--- src/rtl/snakes_pkg.sv ---
// -----------------------------------------------------------------------------
// snakes_pkg
// Shared type definitions for the snakes game timing/display blocks.
//   mode_t      : stopwatch mode encoding, also decoded by the display and the
//                 game FSM. Codes 5..7 are illegal and recover to IDLE.
//   is_counting : true for the modes in which the live count advances.
// -----------------------------------------------------------------------------
package snakes_pkg;

    typedef enum logic [2:0] {
        IDLE    = 3'd0,
        CLEAR   = 3'd1,
        RUNNING = 3'd2,
        PAUSED  = 3'd3,
        LAP     = 3'd4
    } mode_t;

    // The count keeps advancing underneath LAP; only the displayed value freezes.
    function automatic logic is_counting(input mode_t m);
        return (m == RUNNING) || (m == LAP);
    endfunction

endpackage

--- src/rtl/button_sync.sv ---
// -----------------------------------------------------------------------------
// button_sync
// Brings one raw asynchronous push button into the clk domain and turns each
// assertion into a single-cycle press pulse.
// Ports:
//   clk      in  1  system clock, rising edge
//   nRst_i   in  1  asynchronous active-low reset (clears chain and edge flop)
//   btn_i    in  1  raw asynchronous button level, active high
//   press_o  out 1  one-cycle pulse on the rising edge of the synchronised level
// Parameters:
//   SYNC_STAGES  synchroniser depth, >= 2
// The pulse is combinational from the last chain stage and the edge flop, so a
// downstream register acts on it on the (SYNC_STAGES+1)th edge after the first
// edge that samples the button high.
// -----------------------------------------------------------------------------
module button_sync #(
    parameter int SYNC_STAGES = 2
) (
    input  logic clk,
    input  logic nRst_i,
    input  logic btn_i,
    output logic press_o
);

    logic [SYNC_STAGES-1:0] sync_q;
    logic [SYNC_STAGES-1:0] sync_d;
    logic                   prev_q;
    logic                   prev_d;

    assign sync_d[0] = btn_i;

    generate
        for (genvar gi = 1; gi < SYNC_STAGES; gi++) begin : g_chain
            assign sync_d[gi] = sync_q[gi-1];
        end
    endgenerate

    always_comb begin
        prev_d = sync_q[SYNC_STAGES-1];
    end

    always_ff @(posedge clk or negedge nRst_i) begin
        if (!nRst_i) begin
            sync_q <= '0;
            prev_q <= 1'b0;
        end else begin
            sync_q <= sync_d;
            prev_q <= prev_d;
        end
    end

    // Holding the button keeps both flops high, so only one pulse per assertion.
    assign press_o = sync_q[SYNC_STAGES-1] & ~prev_q;

endmodule

--- src/rtl/lap_stopwatch.sv ---
// -----------------------------------------------------------------------------
// lap_stopwatch
// Two-button stopwatch with lap snapshot, pause and overflow handling.
// Ports:
//   clk         in  1       system clock, rising edge
//   nRst_i      in  1       asynchronous active-low reset
//   mode_btn_i  in  1       raw mode button (IDLE->CLEAR->RUNNING<->PAUSED, LAP->RUNNING)
//   lap_btn_i   in  1       raw lap button (RUNNING/LAP->LAP with snapshot, PAUSED->IDLE)
//   mode_o      out 3       current mode_t code
//   time_o      out TIME_W  lap snapshot while in LAP, live count otherwise
//   tick_o      out 1       high on each cycle whose edge advances the live count
//   overflow_o  out 1       sticky, set when a tick occurs at the maximum count
// Parameters:
//   TIME_W       count width
//   PRESCALE     clk cycles per tick, >= 1
//   SYNC_STAGES  synchroniser depth per button, >= 2
//   SATURATE     0: count wraps to 0 on overflow, 1: count holds at max
// -----------------------------------------------------------------------------
module lap_stopwatch
    import snakes_pkg::*;
#(
    parameter int TIME_W      = 8,
    parameter int PRESCALE    = 100,
    parameter int SYNC_STAGES = 2,
    parameter int SATURATE    = 0
) (
    input  logic              clk,
    input  logic              nRst_i,
    input  logic              mode_btn_i,
    input  logic              lap_btn_i,
    output logic [2:0]        mode_o,
    output logic [TIME_W-1:0] time_o,
    output logic              tick_o,
    output logic              overflow_o
);

    localparam int                PW         = (PRESCALE > 1) ? $clog2(PRESCALE) : 1;
    localparam logic [PW-1:0]     PRESC_LAST = PW'(PRESCALE - 1);
    localparam logic [TIME_W-1:0] COUNT_MAX  = '1;

    logic mode_press;
    logic lap_press;

    mode_t             mode_q,  mode_d;
    logic [PW-1:0]     presc_q, presc_d;
    logic [TIME_W-1:0] count_q, count_d;
    logic [TIME_W-1:0] lap_q,   lap_d;
    logic              ovf_q,   ovf_d;
    logic              tick;

    button_sync #(.SYNC_STAGES(SYNC_STAGES)) u_mode_sync (
        .clk     (clk),
        .nRst_i  (nRst_i),
        .btn_i   (mode_btn_i),
        .press_o (mode_press)
    );

    button_sync #(.SYNC_STAGES(SYNC_STAGES)) u_lap_sync (
        .clk     (clk),
        .nRst_i  (nRst_i),
        .btn_i   (lap_btn_i),
        .press_o (lap_press)
    );

    // Mode FSM plus the counting datapath. The datapath acts on the mode held
    // before the edge, so the edge that leaves RUNNING still counts normally.
    always_comb begin
        mode_d  = mode_q;
        presc_d = presc_q;
        count_d = count_q;
        lap_d   = lap_q;
        ovf_d   = ovf_q;
        tick    = 1'b0;

        // A mode press always wins over a simultaneous lap press.
        case (mode_q)
            IDLE: begin
                if (mode_press) mode_d = CLEAR;
            end
            CLEAR: begin
                if (mode_press) mode_d = RUNNING;
            end
            RUNNING: begin
                if (mode_press) begin
                    mode_d = PAUSED;
                end else if (lap_press) begin
                    mode_d = LAP;
                    lap_d  = count_q;
                end
            end
            PAUSED: begin
                if (mode_press)     mode_d = RUNNING;
                else if (lap_press) mode_d = IDLE;
            end
            LAP: begin
                if (mode_press) begin
                    mode_d = RUNNING;
                end else if (lap_press) begin
                    lap_d = count_q;
                end
            end
            default: mode_d = IDLE;
        endcase

        if (mode_q == CLEAR) begin
            presc_d = '0;
            count_d = '0;
            ovf_d   = 1'b0;
        end else if (is_counting(mode_q)) begin
            if (presc_q == PRESC_LAST) begin
                tick    = 1'b1;
                presc_d = '0;
                if (count_q == COUNT_MAX) begin
                    ovf_d   = 1'b1;
                    count_d = (SATURATE != 0) ? COUNT_MAX : '0;
                end else begin
                    count_d = count_q + TIME_W'(1);
                end
            end else begin
                presc_d = presc_q + PW'(1);
            end
        end
    end

    always_ff @(posedge clk or negedge nRst_i) begin
        if (!nRst_i) begin
            mode_q  <= IDLE;
            presc_q <= '0;
            count_q <= '0;
            lap_q   <= '0;
            ovf_q   <= 1'b0;
        end else begin
            mode_q  <= mode_d;
            presc_q <= presc_d;
            count_q <= count_d;
            lap_q   <= lap_d;
            ovf_q   <= ovf_d;
        end
    end

    assign mode_o     = mode_q;
    assign time_o     = (mode_q == LAP) ? lap_q : count_q;
    assign tick_o     = tick;
    assign overflow_o = ovf_q;

endmodule
--- config.mk ---
export PLATFORM = sky130hd
export DESIGN_NAME = lap_stopwatch
export DESIGN_NICKNAME = d
export VERILOG_FILES = /design/src/rtl/snakes_pkg.sv /design/src/rtl/button_sync.sv /design/src/rtl/lap_stopwatch.sv
export SDC_FILE = /design/constraint.sdc
export NUM_CORES = 1
export LEC_CHECK = 0
export CORE_ASPECT_RATIO = 1.1
export CORE_MARGIN = 1
export CORE_UTILIZATION = 60
export CTS_CLUSTER_DIAMETER = 40
export DETAILED_ROUTE_END_ITERATION = 12
export GPL_ROUTABILITY_DRIVEN = 1
export MAX_ROUTING_LAYER = met4
export PLACE_DENSITY = 0.83
export SETUP_SLACK_MARGIN = 0.2
export SLEW_MARGIN = 20
export SYNTH_ARGS = -nofsm -noshare
export SYNTH_HDL_FRONTEND = slang
export SYNTH_HIERARCHICAL = 1
export SYNTH_SLANG_ARGS = --single-unit
--- constraint.sdc ---
create_clock -name clk -period 3.45 [get_ports clk]
set_clock_uncertainty 0.05 [all_clocks]
set_input_delay 0.345 -clock clk [delete_from_list [all_inputs] [get_ports clk]]
set_output_delay 0.345 -clock clk [all_outputs]
set_load 0.1 [all_outputs]
==> metrics.cfg, run 1 <==
[yosys]
syn-instance-count = 171
synth.net_count = 177
yosysUniqueCellTypes = 46
syn-mean-instance-area_um2 = 10.7
synth.cell_area_um2 = 1840
synth_top_area_share_pct = 45.0
synthTopCellsByArea = dfrtp_1 (45%), mux2_2 (10%), nand2_1 (3.1%), mux2i_1 (2.7%), a21oi_1 (2.5%)
synth-seq-cells = 33
synth_warnings = 6
ys.flop_type = dfrtp_1
seq_area_frac_synth_pct = 45.0
synth_top_cell_by_area = dfrtp_1
synth_edf_count = 0
ys_async_sr_fraction_pct = 100

[detailed_routing]
drtIter0Drc = 62
drtPass1Iterations = 4
finalWirelength_um = 3690
routed_via_density = 6.49
drtAntennaViolNets = 0
route.detailed.drc = 0
num_vias = 1441
routedWlPerCell_um = 16.6

[clock_tree]
cts_setup_buffers = 0
cts_root_buf = clkbuf_4
cts_tree = done
post_cts_resized = 0
htreeDepth = 2
cts_num_sinks = 33
cts_hold_buf = 0
clock_latency_ns = 0.34
cts.clk_slew.worst_paths_ns = 0.10
cts_made_buffers = 5
cts.path.max_buffers = 2

[floorplan]
ios = 17
rows = 20
die_h_um = 60.0
coreArea_um2 = 2830
die_width_um = 54.7
dieArea_um2 = 3280
start_util_pct = 64.9

[worst_setup_path]
worst_r2r_path_depth = 5
crit_type = reg2out
crit_fanout = 17
reg2reg_slack_ns = 1.33
r2r_end = count_q[3]$_DFFE_PN0P_
r2r_start = presc_q[0]$_DFFE_PN0P_
end_kind = primary output
critPathLaunch = mode_o[0]$_DFFE_PN0P_
start_kind = flip-flop
cp.required_ns = 3.05
arrival_ns = 2.33
endpoint = time_o[4]

[grt]
grt_pass1_wl_um = 5900
grt_pass1_vias = 1306
grt_use_total_pct = 26.7
grt_max_degree = 34
antenna_found_initial = 0
grt-ovfl-total = 0

[placed_design]
placed_cell_area_um2 = 1990
gp_congestion = 0.944
io_buffer_count = 16
dpl_worst_slack_ns = 1.09
dp_hpwl_um = 2600

[run_status]
status = finished clean

[final_layout]
fin_nets = 194
antenna_cells = 0
syn2layout_area_growth_pct = 11.2
final_cell_mix = dfrtp_1 (33), mux2_2 (17), nand2_1 (15)
design_area_um2 = 2040
finish.utilization_pct = 72.2
final_common_cell = dfrtp_1
drive_gt1_share_pct = 25.9

[power]
leakage_nw = 0.917
max-vdd-ir-drop_mv = 0.485
power.density_nw_per_um2 = 572

[run]
maxCapViolations = 0

[worst_hold_path]
hp-class = reg2reg

[sta]
holdWs_ns = 0.323
setup_slack_ns = 0.726
worst_pin_slew_ns = 0.970
rsz0062_at_grt = no
max_clock_freq_ghz = 0.367
period_needed_ns = 2.72
hold_viol = 0
fin_tns_setup_ns = 0
finalSetupViolations = 0
max-slew-margin-rel_pct = 35.2
period_share_pct = 79.0
slew_viol_final = 0

-- critical path: stages (launching register included) --
cell and delay [ns]:
dfrtp_1 0.61, nand2b_1 0.34, nor2_2 0.40, mux2_2 0.39
buf_4 0.23
-- how the worst min path moves through the flow --
| stage | depth (start not counted) | endpoint | slack, ns | startpoint |
|---|---|---|---|---|
| floorplan | 0 | count_q[0]$_DFFE_PN0P_ | -0.0006 | nRst_i |
| global placement | 0 | u_mode_sync/sync_q[1]$_DFF_PN0_ | 0.28 | u_mode_sync/sync_q[0]$_DFF_PN0_ |
| detailed placement | 0 | u_lap_sync/sync_q[1]$_DFF_PN0_ | 0.30 | u_lap_sync/sync_q[0]$_DFF_PN0_ |
| CTS | 0 | u_lap_sync/sync_q[1]$_DFF_PN0_ | 0.33 | u_lap_sync/sync_q[0]$_DFF_PN0_ |
| global route | 0 | u_lap_sync/sync_q[1]$_DFF_PN0_ | 0.34 | u_lap_sync/sync_q[0]$_DFF_PN0_ |
| finish | 0 | u_lap_sync/sync_q[1]$_DFF_PN0_ | 0.32 | u_lap_sync/sync_q[0]$_DFF_PN0_ |
-- where the power goes --
part	switching, mW	total (mW)	leakage (nW)	internal [mW]
Sequential	0.104	0.527	0.440	0.423
Combinational	0.277	0.428	0.446	0.151
Clock	0.136	0.213	0.0310	0.0768
Total	0.517	1.17	0.917	0.651
-- state kept, by name, summed over array words and instances (netlist names) --
signal / cells
u_lap_sync/sync_q: 2
u_lap_sync/prev_q: 1
mode_o: 3
u_mode_sync/sync_q: 2
u_mode_sync/prev_q: 1
count_q: 8
lap_q: 8
presc_q: 7
overflow_o: 1
-- metrics by stage --
step                power [mW]  std cells
floorplan                0.865        171
global placement         0.951        214
detailed placement       0.958        214
CTS                       1.17        222
global route              1.23        222
finish                    1.17        222
-- per-layer routing --
layer,wire (um),vias to the layer above,part of all wire (%),global-route usage [%]
li1,-,671,-,-
met1,1550,717,42,31.3
met2,1870,44,51,41.8
met3,189,9,5.1,7.38
met4,82,0,2.2,12.1
met5,0,-,0,-
-- logic make-up (layout without fill, tap and decap cells) --
family,Yosys count,count (layout),share of synthesized area (%)
AO/OA/AOI/OAI,36,36,13.2
XOR/XNOR,3,3,1.84
adder cells (fa/ha/maj),3,3,1.91
buffers and inverters,9,27,1.98
flip-flops,33,33,45.0
multiplexers,22,22,13.2
AND/OR/NAND/NOR,65,65,23.0
-- area by class of cell --
type                       instances  area (um^2)
clock inverter                     3         17.5
timing repair buffer              17          138
clock buffer                       5         37.5
multi-input combinational        129          973
fill                             217          787
inverter                           2         7.51
sequential                        33          826
tap                               33         41.3
-- cells in the mapped netlist, drive strengths merged (2+ instances only) --
| cell type | n |
|---|---|
| o21ai | 5 |
| ha | 2 |
| a31oi | 4 |
| mux2 | 17 |
| a21oi | 9 |
| clkbuf | 5 |
| nor3 | 9 |
| nand2 | 15 |
| nor2 | 11 |
| nor2b | 5 |
| a32o | 2 |
| nand2b | 5 |
| xnor2 | 3 |
| and3 | 2 |
| o22ai | 4 |
| nor3b | 2 |
| nand4 | 2 |
| dfrtp | 33 |
| nor4 | 3 |
| a211oi | 2 |
| a41o | 2 |
| nand3 | 4 |
| o221ai | 2 |
| mux2i | 5 |
| inv | 2 |
| buf | 2 |
No activity file was read; power rests on OpenSTA's default activity.
==> inputs of run 2 (changes only) <==
- CORE_UTILIZATION: 60 -> 51
- PLACE_DENSITY: 0.83 -> 0.75
- clock period: 3.45 -> 2.35 ns (I/O delays scaled with it)
==> metrics.cfg, run 2 (same netlist as run 1, synthesis figures left out) <==
[worst_setup_path]
critPathSlowestCell = dfrtp_4
path_delay_family = flip-flops
path_buf_inv = 1
crit_fanout = 21
cp.depth = 3
arrival_ns = 1.79
crit_type = reg2out
worst_r2r_path_depth = 6
start_kind = flip-flop
max_stage_delay_ns = 0.62
crit_chain = nor2_4, mux2_2, buf_12
cp.required_ns = 2.07
end_kind = primary output

[floorplan]
ios = 17
dieArea_um2 = 3840
die_h_um = 64.9
coreArea_um2 = 3390
die_width_um = 59.2
rows = 22
start_util_pct = 54.2

[grt]
antenna_found_initial = 0
grt_pass1_wl_um = 6920
grt_use_met3_pct = 8.78
grt_pass1_vias = 1477
use_met1_pct = 29.0
grt_max_degree = 22
grt_busiest_layer = met2
grt_use_total_pct = 25.3
grt-ovfl-total = 0
use_met2_pct = 39.6

[final_layout]
instances_no_fill = 244
antenna_cells = 0
syn2layout_area_growth_pct = 23.7
final_common_cell = dfrtp_1
design_area_um2 = 2270
finish.utilization_pct = 67.1
fin_nets = 202
top_regs = count_q (8), lap_q (8), presc_q (7)
drive_gt1_share_pct = 32.7
final_cell_mix = dfrtp_1 (28), mux2_2 (17), nand2_1 (15)

[placed_design]
placed_cells_incl_taps = 232
gp_congestion = 0.920
placed_cell_area_um2 = 2160
dp_hpwl_um = 2760
io_buffer_count = 16

[worst_hold_path]
hp-class = in2async

[sta]
period_share_pct = 88.2
hold_viol = 0
holdWs_ns = 0.214
max_clock_freq_ghz = 0.482
worst_pin_slew_ns = 0.616
slew_viol_final = 0
max-slew-margin-rel_pct = 58.8
fin_tns_setup_ns = 0
period_needed_ns = 2.07
rsz0062_at_grt = no
finalSetupViolations = 0

[power]
power.density_nw_per_um2 = 800
max-vdd-ir-drop_mv = 0.427
leakage_nw = 0.975

[detailed_routing]
drtAntennaViolNets = 0
num_vias = 1482
route.detailed.drc = 0
drtPass1Iterations = 4
finalWirelength_um = 4110
routed_via_density = 6.07
drtIter0Drc = 162
routedWlPerCell_um = 16.9

[clock_tree]
cts_made_buffers = 5
cts.clk_slew.worst_paths_ns = 0.10
cts.path.max_buffers = 2
cts_num_sinks = 33
htreeDepth = 2
cts_hold_buf = 0
clock_latency_ns = 0.34
cts_tree = done
cts_root_buf = clkbuf_4

[run]
maxCapViolations = 0

[run_status]
status = finished clean

## run 2: changes by cell type in the layout (fill, tap and decap cells not counted), sizes merged
cell,change
clkbuf,+1
clkinvlp,-1
nor2,+1
buf,+8
clkinv,-1
clkdlybuf4s50,-1
## run 2: through the flow
stage | setup slack [ns] | total power [mW]
3_3_place_gp | 0.340 | 1.45
4_1_cts | 0.197 | 1.80
5_1_grt | 0.201 | 1.92
6_report | 0.277 | 1.82
3_5_place_dp | 0.212 | 1.47
2_1_floorplan | -0.494 | 1.31
## run 2: timing repair
item | in CTS | in global routing
resized for setup | 2 | 6
endpoints found under the setup margin | 10 | 9
endpoints found under the hold margin | 0 | 0
pin swaps | 2 | 2
gates cloned | 1 | 0
setup buffers | 4 | 0
## run 2: power breakdown
part / switching, mW / internal [mW]
clock network: 0.183 / 0.110
registers: 0.129 / 0.634
logic: 0.480 / 0.282
total: 0.792 / 1.03
## run 2: worst paths after layout
| check | startpoint | to | slack [ns] |
|---|---|---|---|
| worst max-delay path | mode_o[1]$_DFFE_PN0P_ | time_o[4] | 0.28 |
| worst min-delay path | nRst_i | u_mode_sync/sync_q[1]$_DFF_PN0_ | 0.21 |
| worst max register to register | mode_o[2]$_DFFE_PN0P_ | presc_q[5]$_DFFE_PN0P_ | 0.34 |
| worst min register to register | u_mode_sync/sync_q[0]$_DFF_PN0_ | u_mode_sync/sync_q[1]$_DFF_PN0_ | 0.31 |
| max in group asynchronous | nRst_i | count_q[1]$_DFFE_PN0P_ | 1.33 |
| min in group clk | mode_btn_i | u_mode_sync/sync_q[0]$_DFF_PN0_ | 0.27 |
## run 2: layer usage
metal,wire length (um),part of all wire [%]
met5,0,0
met4,86,2.1
met3,234,5.7
met2,2090,51
met1,1700,41
## run 2: final cells by class
cell class,count,area [um^2]
Fill cell,269,1110
Clock inverter,1,5.00
Tap cell,48,60.1
Sequential cell,33,837
Inverter,2,7.51
Timing Repair Buffer,24,300
Multi-Input combinational cell,130,1020
Clock buffer,6,41.3
==> inputs of run 3 (changes only) <==
- ABC_AREA: not set -> 1
- CORE_UTILIZATION: 51 -> 50
- PLACE_DENSITY: 0.75 -> 0.74
==> metrics.cfg, run 3 <==
[run_status]
status = finished clean

[placed_design]
gp_congestion = 0.843
placed_cell_area_um2 = 2130
dp_hpwl_um = 2340
dpl_worst_slack_ns = 0.521
io_buffer_count = 16

[yosys]
yosysUniqueCellTypes = 25
yosys-top-cells-count = nand2_1 (58), dfrtp_1 (33), inv_1 (28)
synth-seq-cells = 33
synth_edf_count = 0
synth_compound_area_share_pct = 12.1
synthSimpleGateAreaFrac_pct = 29.3
synth.cell_area_um2 = 1740
synth_fa_ha_area_share_pct = 1.44
synth_top_family_by_area = simple AND/OR/NAND/NOR gates
ys_async_sr_fraction_pct = 100
synth.most_common_cell = nand2_1
synthMuxAreaShare_pct = 0
syn-instance-count = 210
synth_warnings = 6
synth_xor_xnor_area_share_pct = 1.01
synth.net_count = 216
syn-mean-instance-area_um2 = 8.26
ys.flop_type = dfrtp_1
synth_top_area_share_pct = 47.6
synth_top_cell_by_area = dfrtp_1
synthTopCellsByArea = dfrtp_1 (48%), nand2_1 (13%), inv_1 (6.1%), o21ai_0 (5.8%), o21ai_2 (4.0%)
seq_area_frac_synth_pct = 47.6

[floorplan]
coreArea_um2 = 3330
ios = 17
start_util_pct = 52.1
die_h_um = 63.8
rows = 22
die_width_um = 58.2
dieArea_um2 = 3710

[worst_hold_path]
hp-class = in2async

[clock_tree]
htreeDepth = 2
cts.path.max_buffers = 2
cts_hold_buf = 0
cts_tree = done
cts_made_buffers = 5
clock_latency_ns = 0.34
cts_num_sinks = 33
cts.clk_slew.worst_paths_ns = 0.10
cts_root_buf = clkbuf_4

[sta]
period_share_pct = 86.7
hold_viol = 0
period_needed_ns = 2.04
worst_pin_slew_ns = 0.416
fin_tns_setup_ns = 0
setup_slack_ns = 0.313
holdWs_ns = 0.251
max_clock_freq_ghz = 0.491
slew_viol_final = 0
rsz0062_at_grt = no
max-slew-margin-rel_pct = 72.3
finalSetupViolations = 0

[detailed_routing]
drtAntennaViolNets = 0
drtPass1Iterations = 4
drtIter0Drc = 49
routedWlPerCell_um = 12.0
route.detailed.drc = 0
routed_via_density = 4.85
num_vias = 1398
finalWirelength_um = 3460

[power]
power.density_nw_per_um2 = 759
leakage_nw = 1.02
max-vdd-ir-drop_mv = 0.375

[worst_setup_path]
crit_type = reg2out
worst_r2r_path_depth = 6
start_kind = flip-flop
crit_fanout = 6
reg2reg_slack_ns = 0.84
arrival_ns = 1.75
cp.required_ns = 2.07
end_kind = primary output
r2r_end = lap_q[3]$_DFFE_PN0P_
r2r_start = mode_o[1]$_DFFE_PN0P_

[grt]
antenna_found_initial = 0
grt_use_total_pct = 22.2
grt_max_degree = 34
grt_pass1_wl_um = 6010
grt_pass1_vias = 1376
grt-ovfl-total = 0

[final_layout]
fin_nets = 245
syn2layout_area_growth_pct = 28.6
top_regs = count_q (8), lap_q (8), presc_q (7)
fillers = 282
multiInputGateArea_um2 = 857
seq_area_um2 = 830
final_cell_mix = nand2_1 (58), dfrtp_1 (30), inv_1 (27)
antenna_cells = 0
final_common_cell = nand2_1
design_area_um2 = 2230
drive_gt1_share_pct = 26.7

[run]
maxCapViolations = 0

==> run 3: changes by cell type in the layout (fill, tap and decap cells not counted), moves of 4 or more <==
cell,delta
mux2i_1,-5
a31oi_1,-4
nor3_1,-5
nand3_1,+5
nand2b_1,-4
mux2_2,-17
o21ai_4,+8
nor2_1,+7
o21ai_0,+8
a21oi_1,-5
inv_1,+25
o21ai_2,+8
nand2_1,+43
==> run 3: layer usage <==
metal	global-route usage, %	share of wire [%]
met1	26.8	48
met2	34.9	47
met3	5.47	2.8
met4	10.1	2.1
met5	-	0
==> run 3: worst max-delay path by stage <==
stage	start	endpoint	slack, ns	cells after the start
global route	mode_o[1]$_DFFE_PN0P_	time_o[1]	0.22	7
detailed placement	mode_o[1]$_DFFE_PN0P_	time_o[0]	0.52	6
CTS	mode_o[1]$_DFFE_PN0P_	time_o[0]	0.25	6
finish	mode_o[1]$_DFFE_PN0P_	time_o[2]	0.31	7
global placement	mode_o[1]$_DFFE_PN0P_	time_o[3]	0.54	6
floorplan	mode_o[1]$_DFFE_PN0P_	time_o[0]	0.24	5
==> run 3: cell type report <==
class	instances	area share (%)
multi-input combinational	143	38.4
sequential	33	37.2
tap	48	2.69
timing repair inverter	1	0.224
clock buffer	8	2.63
inverter	32	5.77
timing repair buffer	23	13.1
==> run 3: report_power, final <==
group	leakage [nW]	internal [mW]	switching [mW]
Clock	0.0326	0.148	0.187
Sequential	0.437	0.617	0.0499
Combinational	0.552	0.174	0.520
Total	1.02	0.938	0.757
==> run 3: metrics by stage <==
step           total power [mW]  utilization, %  std cells
3_5_place_dp               1.36            63.9        275
4_1_cts                    1.70            66.7        287
2_1_floorplan              1.21               -        210
5_1_grt                    1.80            67.0        288
3_3_place_gp               1.35            63.9        275
6_report                   1.69            67.0        288
==> run 3: worst max-delay path: stages, from the launching register on <==
cell and delay, ns:
dfrtp_2 0.46, nor2_2 0.20, nand2_4 0.13, clkinvlp_4 0.16, buf_4 0.13, nand2_1 0.08
o21ai_4 0.08, buf_12 0.19
==> run 3: repair_timing <==
item	CTS	global route
hold endpoints to repair	0	0
pin swaps	0	0
resized for setup	1	1
cloned	0	1
buffers inserted	4	0
setup endpoints to repair	8	7
==> run 3: cells by family after synthesis <==
kind of cell	count (synthesis)
AO/OA/AOI/OAI	35
XOR/XNOR	2
adder cells (fa/ha/maj)	2
buffers and inverters	34
flip-flops	33
AND/OR/NAND/NOR	104
